[src/rtl/mdu_pkg.sv]
// mdu_pkg: shared op encodings, scheduler states and counter width for the MDU sequencer.
`default_nettype none

package mdu_pkg;

   localparam int CNT_W = 4;

   localparam logic [3:0] OP_NONE  = 4'd0;
   localparam logic [3:0] OP_MULT  = 4'd1;
   localparam logic [3:0] OP_MULTU = 4'd2;
   localparam logic [3:0] OP_DIV   = 4'd3;
   localparam logic [3:0] OP_DIVU  = 4'd4;
   localparam logic [3:0] OP_MTHI  = 4'd5;
   localparam logic [3:0] OP_MTLO  = 4'd6;

   typedef enum logic [1:0] {
      IDLE    = 2'd0,
      RUN_MUL = 2'd1,
      RUN_DIV = 2'd2
   } state_e;

endpackage

`default_nettype wire

[src/rtl/mdu_lat_counter.sv]
// mdu_lat_counter: loadable down-counter tracking the remaining MDU busy cycles.
`default_nettype none

module mdu_lat_counter
   import mdu_pkg::*;
(
   input  logic             clk,
   input  logic             reset,
   input  logic             load_i,
   input  logic [CNT_W-1:0] load_val_i,
   input  logic             en_i,
   output logic [CNT_W-1:0] cnt_o,
   output logic             last_o
);

   localparam logic [CNT_W-1:0] ONE = {{(CNT_W-1){1'b0}}, 1'b1};

   logic [CNT_W-1:0] cnt_q;

   always_ff @(posedge clk or negedge reset) begin
      if (!reset) begin
         cnt_q <= '0;
      end else if (load_i) begin
         cnt_q <= load_val_i;
      end else if (en_i && (cnt_q != '0)) begin
         cnt_q <= cnt_q - ONE;
      end
   end

   assign cnt_o  = cnt_q;
   assign last_o = (cnt_q == ONE);

endmodule

`default_nettype wire

[src/rtl/mdu_sched.sv]
// mdu_sched: issues MDU start pulses, tracks fixed latency, drives HI/LO writes,
// the Decode-stage MDU stall and a sticky protocol-violation flag.
`default_nettype none

module mdu_sched
   import mdu_pkg::*;
#(
   parameter int unsigned MULT_CYCLES = 5,
   parameter int unsigned DIV_CYCLES  = 10
) (
   input  logic             clk,
   input  logic             reset,
   input  logic             valid_E,
   input  logic [3:0]       op_E,
   input  logic             md_D,
   output logic             start,
   output logic [1:0]       hilo_we,
   output logic             busy,
   output logic             stall_md,
   output logic [CNT_W-1:0] cnt,
   output logic             err
);

   if (MULT_CYCLES < 1 || MULT_CYCLES > 15) begin : g_bad_mult_cycles
      $error("mdu_sched: MULT_CYCLES must be in 1..15");
   end
   if (DIV_CYCLES < 1 || DIV_CYCLES > 15) begin : g_bad_div_cycles
      $error("mdu_sched: DIV_CYCLES must be in 1..15");
   end

   localparam logic [CNT_W-1:0] MULT_LD = CNT_W'(MULT_CYCLES);
   localparam logic [CNT_W-1:0] DIV_LD  = CNT_W'(DIV_CYCLES);

   state_e           state_q, state_d;
   logic             err_q, err_d;
   logic             load;
   logic [CNT_W-1:0] load_val;
   logic             last;
   logic             idle;
   logic             is_md_op;
   logic             is_mul_op;
   logic             is_mt_op;
   logic             issue;
   logic             viol;

   mdu_lat_counter u_lat_counter (
      .clk        (clk),
      .reset      (reset),
      .load_i     (load),
      .load_val_i (load_val),
      .en_i       (busy),
      .cnt_o      (cnt),
      .last_o     (last)
   );

   // Requests are gated by reset so all Mealy outputs drop the instant reset asserts.
   assign idle      = (state_q == IDLE);
   assign busy      = !idle;
   assign is_mul_op = (op_E == OP_MULT) || (op_E == OP_MULTU);
   assign is_md_op  = is_mul_op || (op_E == OP_DIV) || (op_E == OP_DIVU);
   assign is_mt_op  = (op_E == OP_MTHI) || (op_E == OP_MTLO);
   assign issue     = reset && valid_E && is_md_op && idle;
   assign viol      = reset && valid_E && (is_md_op || is_mt_op) && busy;
   assign start     = issue;
   assign stall_md  = md_D && (busy || start);

   always_comb begin
      state_d  = state_q;
      load     = 1'b0;
      load_val = '0;
      hilo_we  = 2'b00;
      err_d    = err_q | viol;
      case (state_q)
         IDLE: begin
            if (issue) begin
               load = 1'b1;
               if (is_mul_op) begin
                  state_d  = RUN_MUL;
                  load_val = MULT_LD;
               end else begin
                  state_d  = RUN_DIV;
                  load_val = DIV_LD;
               end
            end else if (reset && valid_E && (op_E == OP_MTHI)) begin
               hilo_we = 2'b10;
            end else if (reset && valid_E && (op_E == OP_MTLO)) begin
               hilo_we = 2'b01;
            end
         end
         RUN_MUL, RUN_DIV: begin
            if (last) begin
               state_d = IDLE;
            end
         end
         default: state_d = IDLE;
      endcase
   end

   always_ff @(posedge clk or negedge reset) begin
      if (!reset) begin
         state_q <= IDLE;
         err_q   <= 1'b0;
      end else begin
         state_q <= state_d;
         err_q   <= err_d;
      end
   end

   assign err = err_q;

endmodule

`default_nettype wire

[config.mk]
export PLATFORM = sky130hd
export DESIGN_NAME = mdu_sched
export DESIGN_NICKNAME = d
export VERILOG_FILES = /design/src/rtl/mdu_pkg.sv /design/src/rtl/mdu_lat_counter.sv /design/src/rtl/mdu_sched.sv
export SDC_FILE = /design/constraint.sdc
export NUM_CORES = 1
export LEC_CHECK = 0
export CAP_MARGIN = 30
export CORE_AREA = 10 10 47 49
export DETAILED_ROUTE_END_ITERATION = 10
export DIE_AREA = 0 0 57 59
export MAX_ROUTING_LAYER = met4
export PLACE_DENSITY_LB_ADDON = 0.08
export SLEW_MARGIN = 0
export SYNTH_ARGS = -nofsm -noshare
export SYNTH_HDL_FRONTEND = slang
export SYNTH_SLANG_ARGS = --single-unit
export TNS_END_PERCENT = 1
[constraint.sdc]
create_clock -name clk -period 1.8 [get_ports clk]
set_input_delay 0.36 -clock clk [delete_from_list [all_inputs] [get_ports clk]]
set_output_delay 0.36 -clock clk [all_outputs]
set_load 0.02 [all_outputs]
After elaboration in Yosys (flattened, before gate mapping)
Index checks and enable logic that the tools add are counted.
- flip-flop bits (word level): 7
- logic and storage cells: 52
- output and inout bits: 10
- reduce and logical (&&, ||, !) cells: 21
- add/sub/neg operators: 1
- bitwise operators: 1
- equality and inequality tests: 11
- mux-type cells: 15
- operators by type and width (cell ; count):
    $mux 4 ; 5
    $eq 4x3->1 const B ; 3
    $mux 2 ; 6
    $logic_and 1x1->1 ; 9
    $eq 4x1->1 const B ; 2
    $eq 4x2->1 const B ; 2
    $logic_or 1x1->1 ; 6
    $ne 2x2->1 const B ; 2
    $pmux 2 s2 ; 1
    $reduce_bool 4->1 ; 1
    $sub 4x1->4 const B ; 1
    $mux 1 ; 3
    $eq 2x1->1 const B ; 1
    $eq 2x2->1 const B ; 1
    $logic_not 2->1 ; 1
    $reduce_and 2->1 ; 1
    $reduce_bool 2->1 ; 1
    $reduce_or 2->1 ; 1
    $logic_not 1->1 ; 1
    $or 1x1->1 ; 1

Longest topological paths before layout
- word-level depth: 9
- mapped depth: 6
- gate-level depth less buffers: 6

Modules after synthesis
A second synthesis with hierarchy kept.
- cell total of the unflattened synthesis: 65
- area total of the unflattened synthesis: 568.0 µm²
- by module, submodules not included (module ; area an instance (µm²) ; cells an instance ; instances):
    mdu_sched ; 285.3 ; 36 ; 1
    mdu_lat_counter ; 282.8 ; 29 ; 1

Worst setup path before layout
Ideal clock, no wire load.
- path kind: register -> output
- start point: reg state_q[0]
- end point: out hilo_we[0]
- slack: -0.044 ns
- arrival time: 1.484 ns
- data required time: 1.440 ns
- cell stages (with the launch flop): 6
- path buffers: 1
- cells stage by stage: dfrtp_1 inv_1 ha_1 clkbuf_1 nand3_1 nor3b_1
- cells in the longest elaborated chain, start to end: 4
- ends and longest elaborated chain (what ; line ; RTL):
    start, declared ; mdu_sched.sv:34 ; state_e state_q, state_d;
    start signal, assigned ; mdu_sched.sv:104 ; state_q <= state_d;
    $logic_not 2->1 * ; mdu_sched.sv:57, mdu_sched.sv:73 ;
    $logic_and 1x1->1 ; mdu_sched.sv:62 ; assign issue = reset && valid_E && is_md_op && idle;
    $mux 2 ; mdu_sched.sv:75 ; if (issue) begin
    $mux 2 * ; mdu_sched.sv:73 ; case (state_q)
    end, declared ; mdu_sched.sv:17 ; output logic [1:0] hilo_we,
Every way passes the cells marked *; elsewhere a longest branch is shown, timed or not.

Worst setup path in the final report
- start point: in op_E[0]
- end point: out stall_md
- cells in the longest elaborated chain, start to end: 8
- elaborated cells on any way between the ends: 11
- ends and longest elaborated chain (what ; line ; RTL):
    start, declared ; mdu_sched.sv:14 ; input logic [3:0] op_E,
    $eq 4x1->1 or $eq 4x2->1 (tied branches) ; mdu_sched.sv:59 ; assign is_mul_op = (op_E == OP_MULT) || (op_E == OP_MULTU);
    $logic_or 1x1->1 ; mdu_sched.sv:59 ;
    $logic_or 1x1->1 ; mdu_sched.sv:60 ; assign is_md_op = is_mul_op || (op_E == OP_DIV) || (op_E == OP_DIVU);
    $logic_or 1x1->1 * ; mdu_sched.sv:60 ;
    $logic_and 1x1->1 * (2 in a row) ; mdu_sched.sv:62 ;
    $logic_or 1x1->1 * ; mdu_sched.sv:65 ; assign stall_md = md_D && (busy || start);
    $logic_and 1x1->1 * ; mdu_sched.sv:65 ;
    end, declared ; mdu_sched.sv:19 ; output logic stall_md,
Marked as above.

==> summary.txt <==
Critical path
  – Startpoint Class: input port
  – Family with the most delay on the worst path: simple AND/OR/NAND/NOR gates
  – Max incr delay on CP: around 390 ps
  – CP endpoint kind: primary output
  – Worst path bufs/invs: 2
  – Crit-path max FO: 4
  – Crit path kind: in2out
  – Data required time of the worst path: 1440 ps
  – Slowest stage cell, crit path: or3_4
  – CP Cell Sequence: dlygate4sd2_1 > or3_4 > nand3_2 > a21boi_1 > buf_4
  – Arrival @ worst endpoint: 1350 ps

Pwr
  – Worst vdd ir: 0.700 mV
  – Sw Share: 41.2%
  – Internal Power: 0.000667 W
  – Logic pwr share: 61.9%
  – Final Power: 0.00113 W
  – Net switching power: between 0.0004 and 0.0005 W
  – Power per cell area: 1320 nW/µm²
  – Clock network fraction of total power: 12.8%
  – P_leak: 0.400 nW
  – Sequential power share: 25.3%

Global route
  – Gr ovfl total: 0
  – Vias in the first global route: 617
  – Initial antenna violation count: 0
  – Tot GR Track Use: under 10%
  – Largest net degree at the start of global routing: 8
  – First-pass GRT wire length: approximately 2600 µm

Synthesis
  – Register area share after synthesis: 33.4%
  – FF+latch count, synth: 7
  – Synth Warn #: 0
  – Yosys cell types: 27
  – Synth Area per Inst: 9.20 µm²
  – Syn Inst Count: 57
  – Synth Net Count: 69
  – Mapped Area: 524 µm²

CTS
  – Clk slew on worst S/H paths: roughly 50 ps
  – CTS Buffer Depth: 2
  – Cts hold-fix bufs: 0
  – Root Buffer: clkbuf_4
  – Clock Latency Late Sink: 250 ps
  – H-tree depth: 1
  – CTS buffer count: 3
  – CTS Sinks: 7
  – CTS tree: done

Routing
  – DRC: 0
  – Via density: 4.92
  – Vias after detailed routing: 541
  – Initial DRC Count: 6
  – Antenna-violating nets left: 0
  – Post-Route WL: 1510 µm
  – Routed WL per cell: 13.7 µm
  – Initial DRT Pass Iterations: 4

Min path
  – Worst Hold Class: in2async

Finish
  – Diodes inserted: 0
  – Util after Layout: 61.2%
  – Share of cells above drive strength 1: about two fifths
  – Area Growth Syn to Fin: 63.5%
  – Layout net count: 107
  – Non-Filler Instances: between 100 and 150

Timing
  – Slew margin rel.: approximately 80%
  – Fmax achieved: 583 MHz
  – Post-route clock period utilization: roughly 95%
  – Fin. max-slew vios: 0
  – # setup viols final: 0
  – RSZ-0062 raised after global routing: false
  – Clk_skew: ~4.0 ps
  – Worst-Margin Slew: about 270 ps
  – Final Critical Period: ~1700 ps
  – Setup TNS after final layout: 0 ps
  – Hold Violations, Final: 0

Placed design
  – GP Congestion: between 0.8 and 0.9
  – DP HPWL: 1210 µm
  – Placed cells: between 100 and 150
  – I/O Buffers: 17

Flow run
  – Max-cap violation count: 0

Outcome
  – Run status: complete, no violations

Die
  – Row cnt: 14
  – Die Ht: 59 µm
  – Area of the core: 1400 µm²
  – I/O pin cnt: 18
  – Initial Util: 37.4%
  – Die area: 3360 µm²
  – Chip width: 57 µm
==> metrics by stage <==
step,hold WS (ps),worst slack (ps),cell area (µm²)
after global placement,457,-593,835
after floorplan,64.4,-43.7,524
final,135,86.2,857
after detailed placement,455,-622,835
after CTS,137,31.6,861
after global routing,153,8.85,857
==> flip-flops by register name, summed over array words and instances, names as in the netlist <==
register / flops
state_q: 2
u_lat_counter.cnt_o: 4
err: 1
==> cell type report <==
class                      count  area (µm²)
clock buffer                   4        26.3
fill                         137         544
inverter                       5        18.8
multi-input combinational     43         339
sequential                     7         175
tap                           16        20.0
timing repair buffer          35         278
==> power groups by stage <==
stage	Combinational (W)	Clock, W	Sequential [W]
3_5_place_dp	0.000710	0	0.000290
3_3_place_gp	0.000697	0	0.000289
2_1_floorplan	0.000330	0	0.000346
4_1_cts	0.000707	0.000149	0.000287
6_report	0.000702	0.000145	0.000287
5_1_grt	0.000774	0.000156	0.000302
==> final timing paths <==
path	from	end	slack, ps	cells past startpoint
min in group clk	err$_DFF_PN0_	err$_DFF_PN0_	470	1
worst min-delay path	reset	state_q[0]$_DFFE_PN0P_	140	2
worst max-delay path	op_E[0]	stall_md	90	5
max in group asynchronous	reset	u_lat_counter.cnt_o[1]$_DFFE_PN0P_	1540	2
worst min register to register	err$_DFF_PN0_	err$_DFF_PN0_	470	1
worst max register to register	u_lat_counter.cnt_o[0]$_DFFE_PN0P_	u_lat_counter.cnt_o[0]$_DFFE_PN0P_	300	7
==> cells in the mapped netlist <==
| cell type | count | share of area (%) |
|---|---|---|
| dfrtp_1 | 7 | 33 |
| inv_1 | 5 | 3.6 |
| ha_1 | 4 | 9.5 |
| nand2_1 | 4 | 2.9 |
| nand3_1 | 3 | 2.9 |
| nor2_1 | 3 | 2.1 |
| nor3b_1 | 3 | 4.3 |
| or3_1 | 3 | 3.6 |
| xnor2_1 | 3 | 5.0 |
| a21oi_1 | 2 | 1.9 |
| nor3_1 | 2 | 1.9 |
| o221ai_1 | 2 | 3.3 |
| o22ai_1 | 2 | 2.4 |
| a211o_1 | 1 | 1.7 |
| a21boi_0 | 1 | 1.4 |
| a22oi_1 | 1 | 1.4 |
| a41o_2 | 1 | 2.1 |
| and3_4 | 1 | 2.1 |
| and3b_1 | 1 | 1.7 |
| buf_6 | 1 | 2.1 |
| clkbuf_1 | 1 | 0.72 |
| mux2i_1 | 1 | 1.9 |
| nand3_2 | 1 | 1.9 |
| o21ai_0 | 1 | 0.95 |
| o21ai_1 | 1 | 0.95 |
| o311a_1 | 1 | 1.9 |
| or3_4 | 1 | 2.1 |
==> cell usage in the layout, fill, tap and decap left out, types with 4 or more instances in the layout <==
cell type         n
dlygate4sd2_1     6
nand2_1           4
dfrtp_1           7
buf_4            20
clkdlybuf4s50_1   6
inv_1             5
==> logic make-up after synthesis <==
kind of cell	count (synthesis)	share of synthesized area, %
multiplexers	1	1.91
AND/OR/NAND/NOR	22	25.5
flip-flops	7	33.4
buffers and inverters	7	6.44
adder cells (fa/ha/maj)	4	9.55
XOR/XNOR	3	5.01
AO/OA/AOI/OAI	13	18.1
==> per-layer routing <==
metal	track usage (%)	vias up	wire length, µm
met5	-	-	0
met4	3.69	0	14
met3	4.94	4	103
met2	16.9	14	756
met1	9.45	242	633
li1	-	281	-
==> timing repair <==
item                       CTS  global route
buffers inserted             0             0
pin swaps                    3             0
hold endpoints to repair     0             0
setup endpoints to repair    5             2
gates resized for setup     37             2
Power figures use the tool's default switching activity.
